==> config.mk <==
export PLATFORM = sky130hd
export DESIGN_NAME = alu_wide_seq
export DESIGN_NICKNAME = d
export VERILOG_FILES = /design/src/rtl/alu_wide_seq.sv
export SDC_FILE = /design/constraint.sdc
export NUM_CORES = 1
export LEC_CHECK = 0
export CORE_MARGIN = 2
export CORE_UTILIZATION = 45
export DETAILED_ROUTE_END_ITERATION = 10
export HOLD_SLACK_MARGIN = 0.08
export PLACE_DENSITY = 0.79
export SLEW_MARGIN = 10
export SYNTH_ARGS = -nofsm -noshare
export SYNTH_HDL_FRONTEND = slang
export SYNTH_SLANG_ARGS = --single-unit
==> constraint.sdc <==
create_clock -name clk -period 1.9 [get_ports clk]
set_input_delay 0.38 -clock clk [delete_from_list [all_inputs] [get_ports clk]]
set_output_delay 0.38 -clock clk [all_outputs]
set_load 0.01 [all_outputs]
==> src/rtl/alu_wide_seq.sv <==
// Multi-pass sequencer around the 4-bit alu_flags datapath.
// Commands of WIDTH bits are walked through the ALU one nibble per cycle,
// LSB first, chaining the carry between passes. The wide result and the
// combined {V,N,Z,C} flags are held until the consumer takes them.
//
// state | meaning
// IDLE  | ready for a command, ALU inputs parked at zero
// RUN   | one nibble pass per cycle, idx_q selects the nibble
// DONE  | result and flags valid, waiting for res_ready
module alu_wide_seq #(
    parameter int WIDTH = 8
) (
    input  logic             clk,
    input  logic             reset_n,
    input  logic             cmd_valid,
    output logic             cmd_ready,
    input  logic [WIDTH-1:0] cmd_a,
    input  logic [WIDTH-1:0] cmd_b,
    input  logic [2:0]       cmd_h,
    input  logic             cmd_cin,
    output logic [3:0]       alu_a,
    output logic [3:0]       alu_b,
    output logic [2:0]       alu_h,
    output logic             alu_cin,
    input  logic [3:0]       alu_f,
    input  logic [3:0]       alu_flags,
    output logic             res_valid,
    input  logic             res_ready,
    output logic [WIDTH-1:0] res_f,
    output logic [3:0]       res_flags,
    output logic [7:0]       ovf_count
);

    localparam int NIB  = WIDTH / 4;
    localparam int IDXW = (NIB > 1) ? $clog2(NIB) : 1;
    localparam logic [IDXW-1:0] LAST = IDXW'(NIB - 1);

    typedef enum logic [1:0] {
        IDLE = 2'd0,
        RUN  = 2'd1,
        DONE = 2'd2
    } state_t;

    state_t            state_q, state_d;
    logic [WIDTH-1:0]  a_q, a_d;
    logic [WIDTH-1:0]  b_q, b_d;
    logic [2:0]        h_q, h_d;
    logic              cin_q, cin_d;
    logic [IDXW-1:0]   idx_q, idx_d;
    logic [WIDTH-1:0]  res_q, res_d;
    logic              carry_q, carry_d;
    logic [3:0]        flags_q, flags_d;
    logic [7:0]        ovf_q, ovf_d;
    logic              v_last, c_last;

    // State and datapath registers; reset clears everything, including mid-pass.
    always_ff @(posedge clk or negedge reset_n) begin
        if (!reset_n) begin
            state_q <= IDLE;
            a_q     <= '0;
            b_q     <= '0;
            h_q     <= '0;
            cin_q   <= 1'b0;
            idx_q   <= '0;
            res_q   <= '0;
            carry_q <= 1'b0;
            flags_q <= '0;
            ovf_q   <= '0;
        end else begin
            state_q <= state_d;
            a_q     <= a_d;
            b_q     <= b_d;
            h_q     <= h_d;
            cin_q   <= cin_d;
            idx_q   <= idx_d;
            res_q   <= res_d;
            carry_q <= carry_d;
            flags_q <= flags_d;
            ovf_q   <= ovf_d;
        end
    end

    // Next-state logic: accept, per-nibble capture, flag assembly, result handshake.
    always_comb begin
        state_d = state_q;
        a_d     = a_q;
        b_d     = b_q;
        h_d     = h_q;
        cin_d   = cin_q;
        idx_d   = idx_q;
        res_d   = res_q;
        carry_d = carry_q;
        flags_d = flags_q;
        ovf_d   = ovf_q;
        v_last  = 1'b0;
        c_last  = 1'b0;
        case (state_q)
            IDLE: begin
                if (cmd_valid) begin
                    a_d     = cmd_a;
                    b_d     = cmd_b;
                    h_d     = cmd_h;
                    cin_d   = cmd_cin;
                    idx_d   = '0;
                    res_d   = '0;
                    carry_d = 1'b0;
                    flags_d = '0;
                    state_d = RUN;
                end
            end
            RUN: begin
                for (int i = 0; i < NIB; i++) begin
                    if (idx_q == IDXW'(i)) begin
                        res_d[4*i +: 4] = alu_f;
                    end
                end
                carry_d = alu_flags[0];
                if (idx_q == LAST) begin
                    // Logical ops never report carry or overflow.
                    v_last  = h_q[2] ? 1'b0 : alu_flags[3];
                    c_last  = h_q[2] ? 1'b0 : alu_flags[0];
                    flags_d = {v_last, res_d[WIDTH-1], (res_d == '0), c_last};
                    idx_d   = '0;
                    state_d = DONE;
                end else begin
                    idx_d = idx_q + 1'b1;
                end
            end
            DONE: begin
                if (res_ready) begin
                    state_d = IDLE;
                    if (flags_q[3] && (ovf_q != 8'hFF)) begin
                        ovf_d = ovf_q + 8'd1;
                    end
                end
            end
            default: begin
                state_d = IDLE;
            end
        endcase
    end

    // ALU drive: selected nibble and chained carry while running, zero otherwise.
    always_comb begin
        alu_a   = 4'h0;
        alu_b   = 4'h0;
        alu_h   = 3'b000;
        alu_cin = 1'b0;
        if (state_q == RUN) begin
            for (int i = 0; i < NIB; i++) begin
                if (idx_q == IDXW'(i)) begin
                    alu_a = a_q[4*i +: 4];
                    alu_b = b_q[4*i +: 4];
                end
            end
            alu_h = h_q;
            if (idx_q == '0) begin
                alu_cin = cin_q;
            end else begin
                alu_cin = h_q[2] ? 1'b0 : carry_q;
            end
        end
    end

    assign cmd_ready = (state_q == IDLE);
    assign res_valid = (state_q == DONE);
    assign res_f     = res_q;
    assign res_flags = flags_q;
    assign ovf_count = ovf_q;

endmodule

# --- After elaboration in Yosys (flattened, before gate mapping) ---
# Cells that the tools add are included.
op_classes:
  addsub: 2
  eq_ne: 6
  muxes: 27
  reduce_logical: 9
op_table:
  columns: ["operator", "count"]
  rows:
  - ["$mux 4", 10]
  - ["$pmux 8 s2", 1]
  - ["$reduce_and 3->1", 3]
  - ["$add 8x1->8 const B", 1]
  - ["$logic_not 8->1", 1]
  - ["$mux 8", 1]
  - ["$ne 8x8->1 const B", 1]
  - ["$pmux 4 s2", 1]
  - ["$mux 1", 7]
  - ["$mux 2", 3]
  - ["$pmux 2 s3", 1]
  - ["$ne 2x2->1 const B", 2]
  - ["$pmux 1 s2", 2]
  - ["$reduce_and 2->1", 2]
  - ["$mux 3", 1]
  - ["$eq 2x1->1 const B", 1]
  - ["$eq 2x2->1 const B", 1]
  - ["$logic_not 2->1", 1]
  - ["$ne 2x1->1 const B", 1]
  - ["$reduce_bool 2->1", 1]
  - ["$add 1x1->1 const B", 1]
  - ["$logic_and 1x1->1", 1]
totals:
  reg_bits: 44
  in_bits: 32
  elab_cells: 54

# --- Depth between registers and ports, before layout ---
depth:
  depth_word: 5
  depth_mapped: 5
  mapped_depth_nobuf: 5

# --- Least setup slack after synthesis ---
# Ideal clock, no wire load.
synth_path:
  path_type: "flip-flop to flip-flop"
  start: "register ovf_q[0], in the netlist ovf_count[0]"
  end: "register ovf_q[1], in the netlist ovf_count[1]"
  setup_ns: 0.125
  arrival_ns: 1.366
  required_ns: 1.775
  setup_slack_ns: 0.410
  stages_incl_launch_ff: 6
  path_buffers: 0
  period_less_slack_ns: 1.490
  path_cell_list: "dfrtp_1 > ha_1 > nand3_1 > nand2b_1 > nand2_1 > mux2_2"
synth_via:
  elab_chain_cells: 3
  elab_cells_between_ends: 4
  cone_classes: "add/sub (1); eq/ne (1); reduce/logical (2)"
synth_lines:
  columns: ["element", "line_no", "source"]
  rows:
  - ["start, declared", "53", "logic [7:0] ovf_q, ovf_d;"]
  - ["start signal, assigned", "79", "ovf_q <= ovf_d;"]
  - ["parallel branches: the longest is 3 deep, another holds $add 8x1->8", null, null]
# Parallel ways; which one is timed is not known.
# A chain may end at the register's enable or synchronous reset.

# --- Worst setup path in the final report ---
layout_path:
  start: "register state_q[0]"
  end: "output port alu_h[2]"
layout_via:
  elab_chain_cells: 2
layout_lines:
  columns: ["element", "line_no", "source"]
  rows:
  - ["start, declared", "44", "state_t state_q, state_d;"]
  - ["start signal, assigned", "70", "state_q <= state_d;"]
  - ["$eq 2x1->1", "149", "if (state_q == RUN) begin"]
  - ["$mux 3", "149", null]
  - ["end, declared", "23", "output logic [2:0] alu_h,"]
# Every way passes these cells.

==> reports/metrics.yaml <==
cts_max_path_buffers: 2
clkLatencyLatePin_ns: 0.29
r2r_slack_ns: 0.20
ant_nets: 0
final_cell_area_mm2: 0.002924
synth_cell_types: 37
end_kind: "output port"
design.core.area_mm2: 0.004294
powerDensity_mw_per_mm2: 1500
synth_edf_count: 0
setup_viol: 0
holdPathStages: 2
leakagePower_nw: 1.446
drcViolationCount: 0
ir_drop_mv: 0.9545
synthToLayoutAreaGrowth_pct: 47.82
grt_usage: 0.1917
synthArstFlopShare: 1.000
synthFlopType: "dfrtp_1"
maxSlewHeadroom: 0.6947
layout.nets: 314
p_int_mw: 2.911
cts_root_buf: "clkbuf_8"
report.final.slew_viol_count: 0
synth_area_mm2: 0.001978
viasPerCell: 5.069
dp.cells: 322
wire_per_inst_um: 13.39
grt_pass1_vias: 1658
start_kind: "flop"
worstPathArrival_ns: 1.44
synth_seq_cells: 44
yosysSeqAreaShare: 0.5566
post-route-period-util: 0.9596
hold_slack_ns: 0.4735
holdCritPathClass: "reg -> reg"
num_io_pins: 66
seq_power_share: 0.349
vias: 1693
htreeDepth: 2
fin_setup_tns_ns: 0
synth_cells: 203
die_x_um: 70.30
swShare: 0.3362
status: "completed"
clockPowerShare: 0.225
n_antenna_cell: 0
gp_congestion: 0.7351
dr.pass1.iters: 5
crit_required_ns: 1.52
grt_max_degree: 22
die_area_mm2: 0.004942
grt_overflow: 0
initial_core_util: 0.4607
finClkSkew_ns: 0.007605
fp-row-count: 24
crit_type: "reg -> out"
yosysWarnings: 0
fmax_mhz: 548.5
period_needed_ns: 1.823
die_y_um: 70.30
antenna_found_initial: 0
maxCapViolCount: 0
portBuffers: 63
tightest_slew_ns: 0.4579
rsz0062_at_grt: "false"
comb_power_share: 0.426
syn_nets: 236
hpwl_mm: 3.140
syn_avg_cell_area_um2: 9.745
r2r_start: "state_q[0]$_DFFE_PN0P_"
fin_util: 0.6809
worstHoldEndpoint: "h_q[1]$_DFFE_PN0P_"
layout-drive-gt1-share: 0.1277
min-delay-start: "h_q[1]$_DFFE_PN0P_"
cts_tree: "done"
cts_made_buffers: 5
post_dp_cell_area_mm2: 0.002733
critPathMaxFanout: 5
drt_iter0_drc: 94
numClockSinks: 44
r2r_cells: 6
fin_cells: 334
grt_pass1_wl_mm: 7.569
reg2reg_to: "res_flags[1]$_DFFE_PN0P_"
wl_mm: 4.471
path_clk_slew_ns: 0.09
hold_viol: 0
p_switching_mw: 1.474
==> what timing repair did <==
| action | 4_1_cts | 5_1_grt |
|---|---|---|
| hold buffers | 1 | 0 |
| buffers inserted | 2 | 1 |
| endpoints found under the setup margin | 14 | 10 |
| resized for setup | 17 | 7 |
| gates cloned | 0 | 0 |
| hold endpoints to repair | 19 | 0 |
==> worst max-delay path: stages (launching register included) <==
cell and delay (ns):
dfrtp_2 0.45, buf_4 0.15, nor2b_4 0.12, buf_4 0.15
and2_1 0.16, clkbuf_2 0.12
==> logic make-up (layout without fill, tap and decap cells) <==
logic type / after synthesis / in the layout / share of synthesized area
buf+inv: 10 / 89 / 0.02340
fa+ha+maj: 1 / 1 / 0.006324
compound gates: 25 / 25 / 0.09488
mux: 10 / 10 / 0.05187
simple gates: 110 / 110 / 0.2536
flops: 44 / 44 / 0.5566
xor+xnor: 3 / 3 / 0.01329
==> power by group through the flow <==
| stage | Combinational [mW] | Clock, mW | Sequential [mW] |
|---|---|---|---|
| floorplan | 0.993 | 0 | 1.53 |
| global placement | 1.86 | 0 | 1.52 |
| detailed placement | 1.87 | 0 | 1.54 |
| CTS | 1.86 | 1.00 | 1.52 |
| global route | 2.04 | 1.04 | 1.58 |
| finish | 1.87 | 0.988 | 1.53 |
==> cells in the final DEF, fill, tap and decap left out, types with 2 or more instances in the layout <==
master | synthesis | layout
a21oi_1 | 3 | 3
nand3_1 | 3 | 3
nand4_1 | 2 | 2
and2_1 | 4 | 4
and3_1 | 2 | 2
clkbuf_2 | 0 | 2
a22o_1 | 12 | 12
a31oi_1 | 2 | 2
inv_1 | 2 | 2
clkdlybuf4s50_1 | 0 | 48
nand2b_1 | 5 | 3
dfrtp_2 | 0 | 2
clkbuf_8 | 0 | 5
nor2_1 | 12 | 11
o21ai_0 | 3 | 3
nor2_2 | 1 | 2
mux2i_1 | 8 | 8
nand2b_4 | 0 | 2
buf_4 | 0 | 14
dfrtp_1 | 44 | 42
bufinv_16 | 0 | 3
nor3_1 | 3 | 3
xnor2_1 | 3 | 3
mux2_2 | 2 | 2
dlygate4sd2_1 | 0 | 10
nand2_1 | 68 | 68
==> per-stage QoR <==
step	power [mW]	setup WS [ns]
after global placement	3.373	0.1158
after global routing	4.672	0.02074
after floorplan	2.524	0.4097
after CTS	4.385	0.007136
after detailed placement	3.414	0.09191
final	4.385	0.07683
==> registers in the layout (all words and copies together) (netlist names) <==
name / flops
res_flags: 4
h_q: 3
res_f: 8
state_q: 2
idx_q: 1
ovf_count: 8
carry_q: 1
a_q: 8
cin_q: 1
b_q: 8
==> Yosys cell counts, types with 4 or more instances <==
cell	instances	area, um2
nand2_1	68	255.2
and2_1	4	25.02
dfrtp_1	44	1101
mux2i_1	8	80.08
a22o_1	12	105.1
clkbuf_1	6	22.52
nand2b_1	5	31.28
nor2_1	12	45.04
==> how the worst max path moves through the flow <==
| stage | start | to | slack [ns] | cells after the start |
|---|---|---|---|---|
| finish | state_q[0]$_DFFE_PN0P_ | alu_h[2] | 0.08 | 5 |
| global route | idx_q$_DFFE_PN0P_ | alu_a[3] | 0.02 | 4 |
| CTS | state_q[1]$_DFFE_PN0P_ | alu_h[1] | 0.007 | 5 |
| detailed placement | res_ready | ovf_count[7]$_DFFE_PN0P_ | 0.09 | 5 |
| global placement | res_ready | ovf_count[7]$_DFFE_PN0P_ | 0.12 | 5 |
| floorplan | ovf_count[0]$_DFFE_PN0P_ | ovf_count[1]$_DFFE_PN0P_ | 0.41 | 5 |
==> layout make-up <==
| cell class | instances | area [um2] |
|---|---|---|
| repair buffers | 79 | 740.7 |
| well taps | 52 | 65.06 |
| inverters | 2 | 7.507 |
| multi-input cells | 149 | 848.3 |
| clock buffers | 5 | 68.82 |
| clock inverters | 3 | 90.09 |
| flip-flops and latches | 44 | 1104 |
| fillers | 369 | 1370 |
==> metal layers <==
layer | routed length (um) | vias to the layer above | track usage
met2 | 2216 | 49 | 0.3229
met5 | 0 | - | 0
met4 | 17 | 0 | 0.04487
li1 | - | 844 | -
met1 | 2001 | 798 | 0.2467
met3 | 236 | 2 | 0.05051
(Power assumes the default switching activity.)
